--- config.mk ---
export PLATFORM = sky130hd
export DESIGN_NAME = axil_cmd_master
export DESIGN_NICKNAME = d
export VERILOG_FILES = /design/src/rtl/axil_pkg.sv /design/src/rtl/axil_cmd_master.sv
export SDC_FILE = /design/constraint.sdc
export NUM_CORES = 1
export LEC_CHECK = 0
export CAP_MARGIN = 40
export CORE_ASPECT_RATIO = 0.5
export CORE_MARGIN = 2
export CORE_UTILIZATION = 35
export DETAILED_ROUTE_END_ITERATION = 10
export PLACE_DENSITY = 0.76
export SLEW_MARGIN = 20
export SYNTH_ARGS = -nofsm -noshare
export SYNTH_HDL_FRONTEND = slang
export SYNTH_SLANG_ARGS = --single-unit
--- constraint.sdc ---
create_clock -name clk -period 1.4 [get_ports clk]
set_input_delay 0.28 -clock clk [delete_from_list [all_inputs] [get_ports clk]]
set_output_delay 0.28 -clock clk [all_outputs]
set_load 0.01 [all_outputs]
--- src/rtl/axil_pkg.sv ---
// Shared AXI4-Lite command-master types: FSM state encoding and response codes.
package axil_pkg;

    typedef enum logic [2:0] {
        ST_IDLE,
        ST_WR_REQ,
        ST_WR_RESP,
        ST_RD_REQ,
        ST_RD_RESP,
        ST_RSP
    } axil_state_e;

    localparam logic [1:0] RESP_OKAY   = 2'b00;
    localparam logic [1:0] RESP_EXOKAY = 2'b01;
    localparam logic [1:0] RESP_SLVERR = 2'b10;
    localparam logic [1:0] RESP_DECERR = 2'b11;

endpackage

--- src/rtl/axil_cmd_master.sv ---
// AXI4-Lite master with a single outstanding transaction: takes one command,
// runs the AW/W/B or AR/R exchange, and holds the result until it is consumed.
module axil_cmd_master
    import axil_pkg::*;
#(
    parameter int         AXI_AWIDTH = 12,
    parameter int         AXI_DWIDTH = 32,
    parameter logic [2:0] AXI_PROT   = 3'b000
) (
    input  logic                    clk,
    input  logic                    rst,

    input  logic                    cmd_valid,
    output logic                    cmd_ready,
    input  logic                    cmd_write,
    input  logic [AXI_AWIDTH-1:0]   cmd_addr,
    input  logic [AXI_DWIDTH-1:0]   cmd_wdata,
    input  logic [AXI_DWIDTH/8-1:0] cmd_wstrb,

    output logic                    rsp_valid,
    input  logic                    rsp_ready,
    output logic                    rsp_write,
    output logic [AXI_DWIDTH-1:0]   rsp_rdata,
    output logic [1:0]              rsp_resp,

    output logic [AXI_AWIDTH-1:0]   awaddr,
    output logic                    awvalid,
    output logic [2:0]              awprot,
    input  logic                    awready,
    output logic [AXI_DWIDTH-1:0]   wdata,
    output logic [AXI_DWIDTH/8-1:0] wstrb,
    output logic                    wvalid,
    input  logic                    wready,
    output logic                    bready,
    input  logic                    bvalid,
    input  logic [1:0]              bresp,
    output logic [AXI_AWIDTH-1:0]   araddr,
    output logic                    arvalid,
    output logic [2:0]              arprot,
    input  logic                    arready,
    output logic                    rready,
    input  logic [AXI_DWIDTH-1:0]   rdata,
    input  logic                    rvalid,
    input  logic [1:0]              rresp,

    output logic                    busy
);

    localparam int STRB_W = AXI_DWIDTH / 8;

    axil_state_e             state_q, state_d;
    logic [AXI_AWIDTH-1:0]   addr_q, addr_d;
    logic [AXI_DWIDTH-1:0]   wdata_q, wdata_d;
    logic [STRB_W-1:0]       wstrb_q, wstrb_d;
    logic                    awvalid_q, awvalid_d;
    logic                    wvalid_q, wvalid_d;
    logic                    arvalid_q, arvalid_d;
    logic                    bready_q, bready_d;
    logic                    rready_q, rready_d;
    logic                    rsp_valid_q, rsp_valid_d;
    logic                    rsp_write_q, rsp_write_d;
    logic [AXI_DWIDTH-1:0]   rsp_rdata_q, rsp_rdata_d;
    logic [1:0]              rsp_resp_q, rsp_resp_d;
    logic                    busy_q, busy_d;
    logic                    idle_q, idle_d;
    logic                    aw_done, w_done;

    // Gated by rst so the accept window never opens while reset is held.
    assign cmd_ready = idle_q & ~rst;

    // A channel counts as done once its VALID has already dropped or is being accepted now.
    assign aw_done = ~awvalid_q | awready;
    assign w_done  = ~wvalid_q  | wready;

    always_comb begin
        state_d     = state_q;
        addr_d      = addr_q;
        wdata_d     = wdata_q;
        wstrb_d     = wstrb_q;
        awvalid_d   = awvalid_q;
        wvalid_d    = wvalid_q;
        arvalid_d   = arvalid_q;
        bready_d    = bready_q;
        rready_d    = rready_q;
        rsp_valid_d = rsp_valid_q;
        rsp_write_d = rsp_write_q;
        rsp_rdata_d = rsp_rdata_q;
        rsp_resp_d  = rsp_resp_q;
        busy_d      = busy_q;
        idle_d      = idle_q;

        case (state_q)
            ST_IDLE: begin
                if (cmd_valid && cmd_ready) begin
                    addr_d  = cmd_addr;
                    wdata_d = cmd_wdata;
                    wstrb_d = cmd_wstrb;
                    busy_d  = 1'b1;
                    idle_d  = 1'b0;
                    if (cmd_write) begin
                        state_d   = ST_WR_REQ;
                        awvalid_d = 1'b1;
                        wvalid_d  = 1'b1;
                    end else begin
                        state_d   = ST_RD_REQ;
                        arvalid_d = 1'b1;
                    end
                end
            end
            ST_WR_REQ: begin
                awvalid_d = awvalid_q & ~awready;
                wvalid_d  = wvalid_q  & ~wready;
                if (aw_done && w_done) begin
                    state_d  = ST_WR_RESP;
                    bready_d = 1'b1;
                end
            end
            ST_WR_RESP: begin
                if (bvalid) begin
                    state_d     = ST_RSP;
                    bready_d    = 1'b0;
                    rsp_valid_d = 1'b1;
                    rsp_write_d = 1'b1;
                    rsp_rdata_d = '0;
                    rsp_resp_d  = bresp;
                end
            end
            ST_RD_REQ: begin
                if (arready) begin
                    state_d   = ST_RD_RESP;
                    arvalid_d = 1'b0;
                    rready_d  = 1'b1;
                end
            end
            ST_RD_RESP: begin
                if (rvalid) begin
                    state_d     = ST_RSP;
                    rready_d    = 1'b0;
                    rsp_valid_d = 1'b1;
                    rsp_write_d = 1'b0;
                    rsp_rdata_d = rdata;
                    rsp_resp_d  = rresp;
                end
            end
            ST_RSP: begin
                if (rsp_ready) begin
                    state_d     = ST_IDLE;
                    rsp_valid_d = 1'b0;
                    busy_d      = 1'b0;
                    idle_d      = 1'b1;
                end
            end
            default: begin
                state_d = ST_IDLE;
                busy_d  = 1'b0;
                idle_d  = 1'b1;
            end
        endcase
    end

    always_ff @(posedge clk) begin
        if (rst) begin
            state_q     <= ST_IDLE;
            addr_q      <= '0;
            wdata_q     <= '0;
            wstrb_q     <= '0;
            awvalid_q   <= 1'b0;
            wvalid_q    <= 1'b0;
            arvalid_q   <= 1'b0;
            bready_q    <= 1'b0;
            rready_q    <= 1'b0;
            rsp_valid_q <= 1'b0;
            rsp_write_q <= 1'b0;
            rsp_rdata_q <= '0;
            rsp_resp_q  <= RESP_OKAY;
            busy_q      <= 1'b0;
            idle_q      <= 1'b1;
        end else begin
            state_q     <= state_d;
            addr_q      <= addr_d;
            wdata_q     <= wdata_d;
            wstrb_q     <= wstrb_d;
            awvalid_q   <= awvalid_d;
            wvalid_q    <= wvalid_d;
            arvalid_q   <= arvalid_d;
            bready_q    <= bready_d;
            rready_q    <= rready_d;
            rsp_valid_q <= rsp_valid_d;
            rsp_write_q <= rsp_write_d;
            rsp_rdata_q <= rsp_rdata_d;
            rsp_resp_q  <= rsp_resp_d;
            busy_q      <= busy_d;
            idle_q      <= idle_d;
        end
    end

    assign awaddr    = addr_q;
    assign araddr    = addr_q;
    assign awprot    = AXI_PROT;
    assign arprot    = AXI_PROT;
    assign awvalid   = awvalid_q;
    assign wdata     = wdata_q;
    assign wstrb     = wstrb_q;
    assign wvalid    = wvalid_q;
    assign arvalid   = arvalid_q;
    assign bready    = bready_q;
    assign rready    = rready_q;
    assign rsp_valid = rsp_valid_q;
    assign rsp_write = rsp_write_q;
    assign rsp_rdata = rsp_rdata_q;
    assign rsp_resp  = rsp_resp_q;
    assign busy      = busy_q;

endmodule

## After elaboration in Yosys (flattened, before gate mapping)

Index checks and enable logic that the tools add are counted.

- Bits in registers: 94
- Bits of input ports: 94
- Word-level logic and storage cells: 96

- Equality and inequality tests: 13
- Muxes and demuxes: 38
- Bitwise gates (word level): 11
- Reductions and logical operators: 19

Operator list:

| operator | number |
|---|---|
| $mux 32 | 2 |
| $pmux 32 s2 | 1 |
| $mux 3 | 6 |
| $pmux 3 s6 | 1 |
| $ne 2x2->1 const B | 8 |
| $mux 1 | 15 |
| $reduce_and 3->1 | 5 |
| $pmux 1 s2 | 6 |
| $reduce_bool 2->1 | 5 |
| $pmux 1 s3 | 3 |
| $reduce_and 4->1 | 2 |
| $eq 3x2->1 const B | 2 |
| $eq 3x3->1 const B | 2 |
| $mux 2 | 3 |
| $not 1->1 | 6 |
| $reduce_and 6->1 | 1 |
| $pmux 2 s2 | 1 |
| $reduce_or 4->1 | 1 |
| $and 1x1->1 | 3 |
| $eq 3x1->1 const B | 1 |
| $logic_not 3->1 | 1 |
| $reduce_bool 3->1 | 1 |
| $logic_and 1x1->1 | 2 |
| $or 1x1->1 | 2 |
| $reduce_and 2->1 | 1 |

## Depth between registers and ports, before layout

- Word-level depth: 5
- Gate-level depth with buffers: 7

## Worst setup path before layout

No wires, ideal clock.

- Kind: input port to flip-flop
- Start point: input rst
- End point: register wdata_q[0] (netlist: wdata[0])
- Library setup time: 0.132 ns
- Data arrival time: 1.235 ns
- Required time: 1.268 ns
- Path slack: 0.033 ns
- Cell stages on the path: 7
- Cells stage by stage: buf_2 > nor2b_1 > nand3_1 > buf_4 > buf_2 > nand2_1 > a21oi_1

- Longest elaborated chain between the ends: 4

RTL lines:

| item | RTL line | source |
|---|---|---|
| start, declared | axil_cmd_master.sv:11 | `input logic rst,` |
| $not 1->1 | axil_cmd_master.sv:69 | `assign cmd_ready = idle_q & ~rst;` |
| $and 1x1->1 | axil_cmd_master.sv:69 |  |
| via cmd_ready | axil_cmd_master.sv:14 | `output logic cmd_ready,` |
| $logic_and 1x1->1 | axil_cmd_master.sv:94 | `if (cmd_valid && cmd_ready) begin` |
| $reduce_and 2->1 (no line) | n/a |  |
| end signal, assigned | axil_cmd_master.sv:181 | `wdata_q <= wdata_d;` |
| end, declared | axil_cmd_master.sv:53 | `logic [AXI_DWIDTH-1:0] wdata_q, wdata_d;` |

The timed path passes the listed nets, and every way through them passes these cells.
A chain may end at the register's enable or synchronous reset.

## Worst setup path in the final report

- Start point: register state_q[0]
- End point: register rsp_rdata_q[8] (netlist: rsp_rdata[8])

- Longest elaborated chain between the ends: 3
- Elaborated cells on any way between the ends: 7
- Those cells by class: 4 x eq/ne; 1 x mux; 2 x reduce/logical

RTL lines:

| item | RTL line | source |
|---|---|---|
| start, declared | axil_cmd_master.sv:51 | `axil_state_e state_q, state_d;` |
| start signal, assigned | axil_cmd_master.sv:179 | `state_q <= state_d;` |
| $eq 3x3->1 / $eq 3x2->1 (equally long branches) | axil_cmd_master.sv:92 | `case (state_q)` |
| $ne 2x2->1 (no line) / $reduce_bool 2->1 (equally long branches) | n/a |  |
| $reduce_and 3->1 (no line) | n/a |  |
| end signal, assigned | axil_cmd_master.sv:190 | `rsp_rdata_q <= rsp_rdata_d;` |
| end, declared | axil_cmd_master.sv:62 | `logic [AXI_DWIDTH-1:0] rsp_rdata_q, rsp_rdata_d;` |

Parallel ways exist; a longest one is shown, timed or not.

==> key figures <==
Yosys
  – Synth Area in Simple Gates: 22.7%
  – Mapped Area: 3710 um^2
  – Top_reg_cell synth: dfxtp_1
  – Syn Inst Count: 445
  – Ys async rst share: 0%
  – Sequential area share after synthesis: 50.7%
  – Register bit total from synthesis: 94
  – Yosys cell types: 35
  – Xor/xnor share of the synthesized area: 0%
  – Syn. warnings: 0
  – Synth area leader: dfxtp_1
  – Number of synthesized flops with an enable pin: 0
  – Top-count cell post-synth: nand2_1
  – Multiplexer share of the synthesized area: 0.540%
  – Largest family of logic cells by synthesized area: simple AND/OR/NAND/NOR gates
  – Syn Area/Cell: 8.34 um^2
  – Synth top area cells: dfxtp_1, nand2_1, a21oi_1
  – Synth top area share: 50.7%
  – Synth Area in Compound Gates: 16.1%
  – Post-synthesis adder-cell area fraction: 0%
  – Top cells by instance count after synthesis: nand2_1, dfxtp_1, a21oi_1

Routing
  – Post-DR vias/cell: 4.70
  – Drt total wl: 11500 um
  – Total number of vias: 3754
  – DR WL/cell: 14.4 um
  – Final ANT Viol Nets: 0
  – 1st-pass router iterations: 4
  – 1st-iter DRT viols: 135
  – # DRC: 0

Cells and area
  – Antenna diode count: 0
  – Final net count: 748
  – Layout area overhead: 70.0%
  – Share of cells above drive strength 1: 13.1%
  – Finished Cell Area: 6310 um^2

Clock tree
  – CTS Sinks: 94
  – Post-CTS Hold Buffers: 0
  – CTS tree: built
  – Cts bufs inserted: 9
  – CTS root buf: clkbuf_16
  – H-tree depth: 3
  – CTS max path bufs: 2
  – Clk slew on worst S/H paths: 0.07 ns
  – Worst skew pair latency: 0.33 ns

Outcome
  – Status: finished, violations left
  – Failing checks: setup timing

Floorplanning
  – Initial Util: 36.2%
  – DIE AREA: 11500 um^2
  – Core area: 10200 um^2
  – Die Width: 150 um
  – I/O Pins: 203
  – Die Ht: 76.8 um
  – FP Rows: 26

Setup path
  – CP endpoint kind: register
  – Reg2reg start: state_q[0]
  – R2R depth: 7
  – CP arrival: 1.66 ns
  – FF-to-FF setup slack: -0.008 ns
  – R2r endpoint: rsp_rdata[8]
  – Max FO, Critical Path: 6
  – CP required: 1.65 ns
  – Critical Path Start Type: register
  – Kind of critical path: reg -> reg

STA
  – Fmax: 0.710 GHz
  – Final hold viol count: 0
  – Setup TNS: -0.00846 ns
  – Slack of the critical path: -0.00846 ns
  – Final setup vio count: 1
  – RSZ-0062 raised after global routing: true
  – Slew Viols, Final: 0
  – Clock Skew: 0.00671 ns
  – Fin crit share: 101%
  – Final min period: 1.41 ns

Place
  – DPL Wire Length: 7920 um
  – Count of buffers from port buffering: 196
  – GP Congestion: 0.800
  – DP Area: 5910 um^2

Global routing
  – Vias in the first global route: 3553
  – Global-route usage over all layers: 18.7%
  – Gr ovfl total: 0
  – Initial antenna violation count: 0
  – Global-route wire length before repair: 17400 um
  – Largest net degree at the start of global routing: 43

Power and ir drop
  – Sequential share of power: 35.2%
  – Pint: 6340 uW
  – Pleak: 0.00282 uW
  – Pwr Total: 9260 uW
  – Sw frac: 31.5%
  – Pwr Density: 1470 nW/um^2
  – Comb pwr share: 39.2%
  – VDD IR max: 0.744 mV
  – Sw power: 2910 uW
  – Clock network power share: 25.6%

Flow run
  – Max-cap violations: 0

Worst hold path
  – Worst hold stages: 3
  – Hold Path End: wdata[3]
  – HP Class: in -> reg
  – Hold_sp: rst
## state kept, by name, indices dropped and copies added, names as in the netlist
register / flops
araddr: 12
idle_q: 1
rsp_write: 1
awvalid: 1
wstrb: 4
rready: 1
rsp_valid: 1
rsp_rdata: 32
rsp_resp: 2
wdata: 32
busy: 1
bready: 1
wvalid: 1
arvalid: 1
state_q: 3
## how the worst max path moves through the flow
| stage | to | cells after the start | start | slack (ns) |
|---|---|---|---|---|
| floorplan | wdata[0] | 7 | rst | 0.03 |
| global placement | state_q[0] | 5 | rvalid | -0.31 |
| detailed placement | rsp_rdata[27] | 6 | rvalid | -0.33 |
| CTS | wdata[18] | 7 | state_q[1] | -0.02 |
| global route | wdata[18] | 7 | state_q[1] | -0.08 |
| finish | rsp_rdata[8] | 7 | state_q[0] | -0.008 |
## cells in the final DEF, fill, tap and decap left out, types with 3 or more instances in the layout
cell,Yosys,final
nand2_1,125,125
buf_12,0,9
dlygate4sd2_1,0,103
a22oi_1,11,11
nor3_1,3,3
clkdlybuf4s50_1,0,91
buf_4,23,31
inv_1,3,3
nor2b_1,5,5
clkinvlp_4,0,3
clkbuf_16,0,13
a21oi_1,79,77
buf_6,8,4
a211oi_1,3,3
dfxtp_1,94,91
nand3_1,23,21
conb_1,1,6
nor2_1,18,18
## metrics by stage
stage | util, % | hold slack (ns) | instances | worst slack (ns)
after detailed placement | 57.7 | 0.446 | 774 | -0.327
after global placement | 57.7 | 0.437 | 774 | -0.312
after CTS | 59.7 | 0.395 | 791 | -0.0218
after global routing | 61.6 | 0.408 | 799 | -0.0760
final | 61.6 | 0.412 | 799 | -0.00846
after floorplan | - | 0.395 | 450 | 0.0327
## routing by layer
metal | wire [um] | track usage (%) | part of all wire [%]
met5 | 0 | 0 | 0
met4 | 226 | 5.33 | 2.0
met3 | 516 | 4.46 | 4.5
met2 | 5910 | 34.0 | 52
met1 | 4820 | 21.8 | 42
## power by group through the flow
stage                     clock network (uW)  registers [uW]  logic (uW)
after global placement                     0            3290        3330
after floorplan                            0            3370        1620
after detailed placement                   0            3310        3370
final                                   2370            3250        3630
after global routing                    2540            3310        3910
after CTS                               2420            3240        3220
## logic make-up (layout without fill, tap and decap cells)
kind of cell    after synthesis  count (layout)
simple gates                188             188
compound gates              105             105
flops                        94              94
buf+inv                      55             264
mux                           2               2
other cells                   1               6
## what timing repair did
action                                  CTS  global route
setup buffers                             1             3
cloned                                    0             5
resized for setup                       113            15
pin swaps                                 3             7
endpoints found under the setup margin  195            86
## area by class of cell
cell class                      instances  area, um^2
Timing Repair Buffer                  245        2400
Multi-Input combinational cell        301        1540
Sequential cell                        94        1890
Tap cell                              140         175
Fill cell                             906        3940
Clock inverter                          6        62.6
Clock buffer                           10         229
Inverter                                3        11.3
## worst max-delay path, stage by stage, from the launching register on
cell and delay (ns):
dfxtp_4 0.37, buf_6 0.13, buf_4 0.13, a21oi_4 0.15, buf_12 0.15, clkbuf_16 0.14, nand3_1 0.07, a21oi_1 0.19
Power figures use the tool's default switching activity.
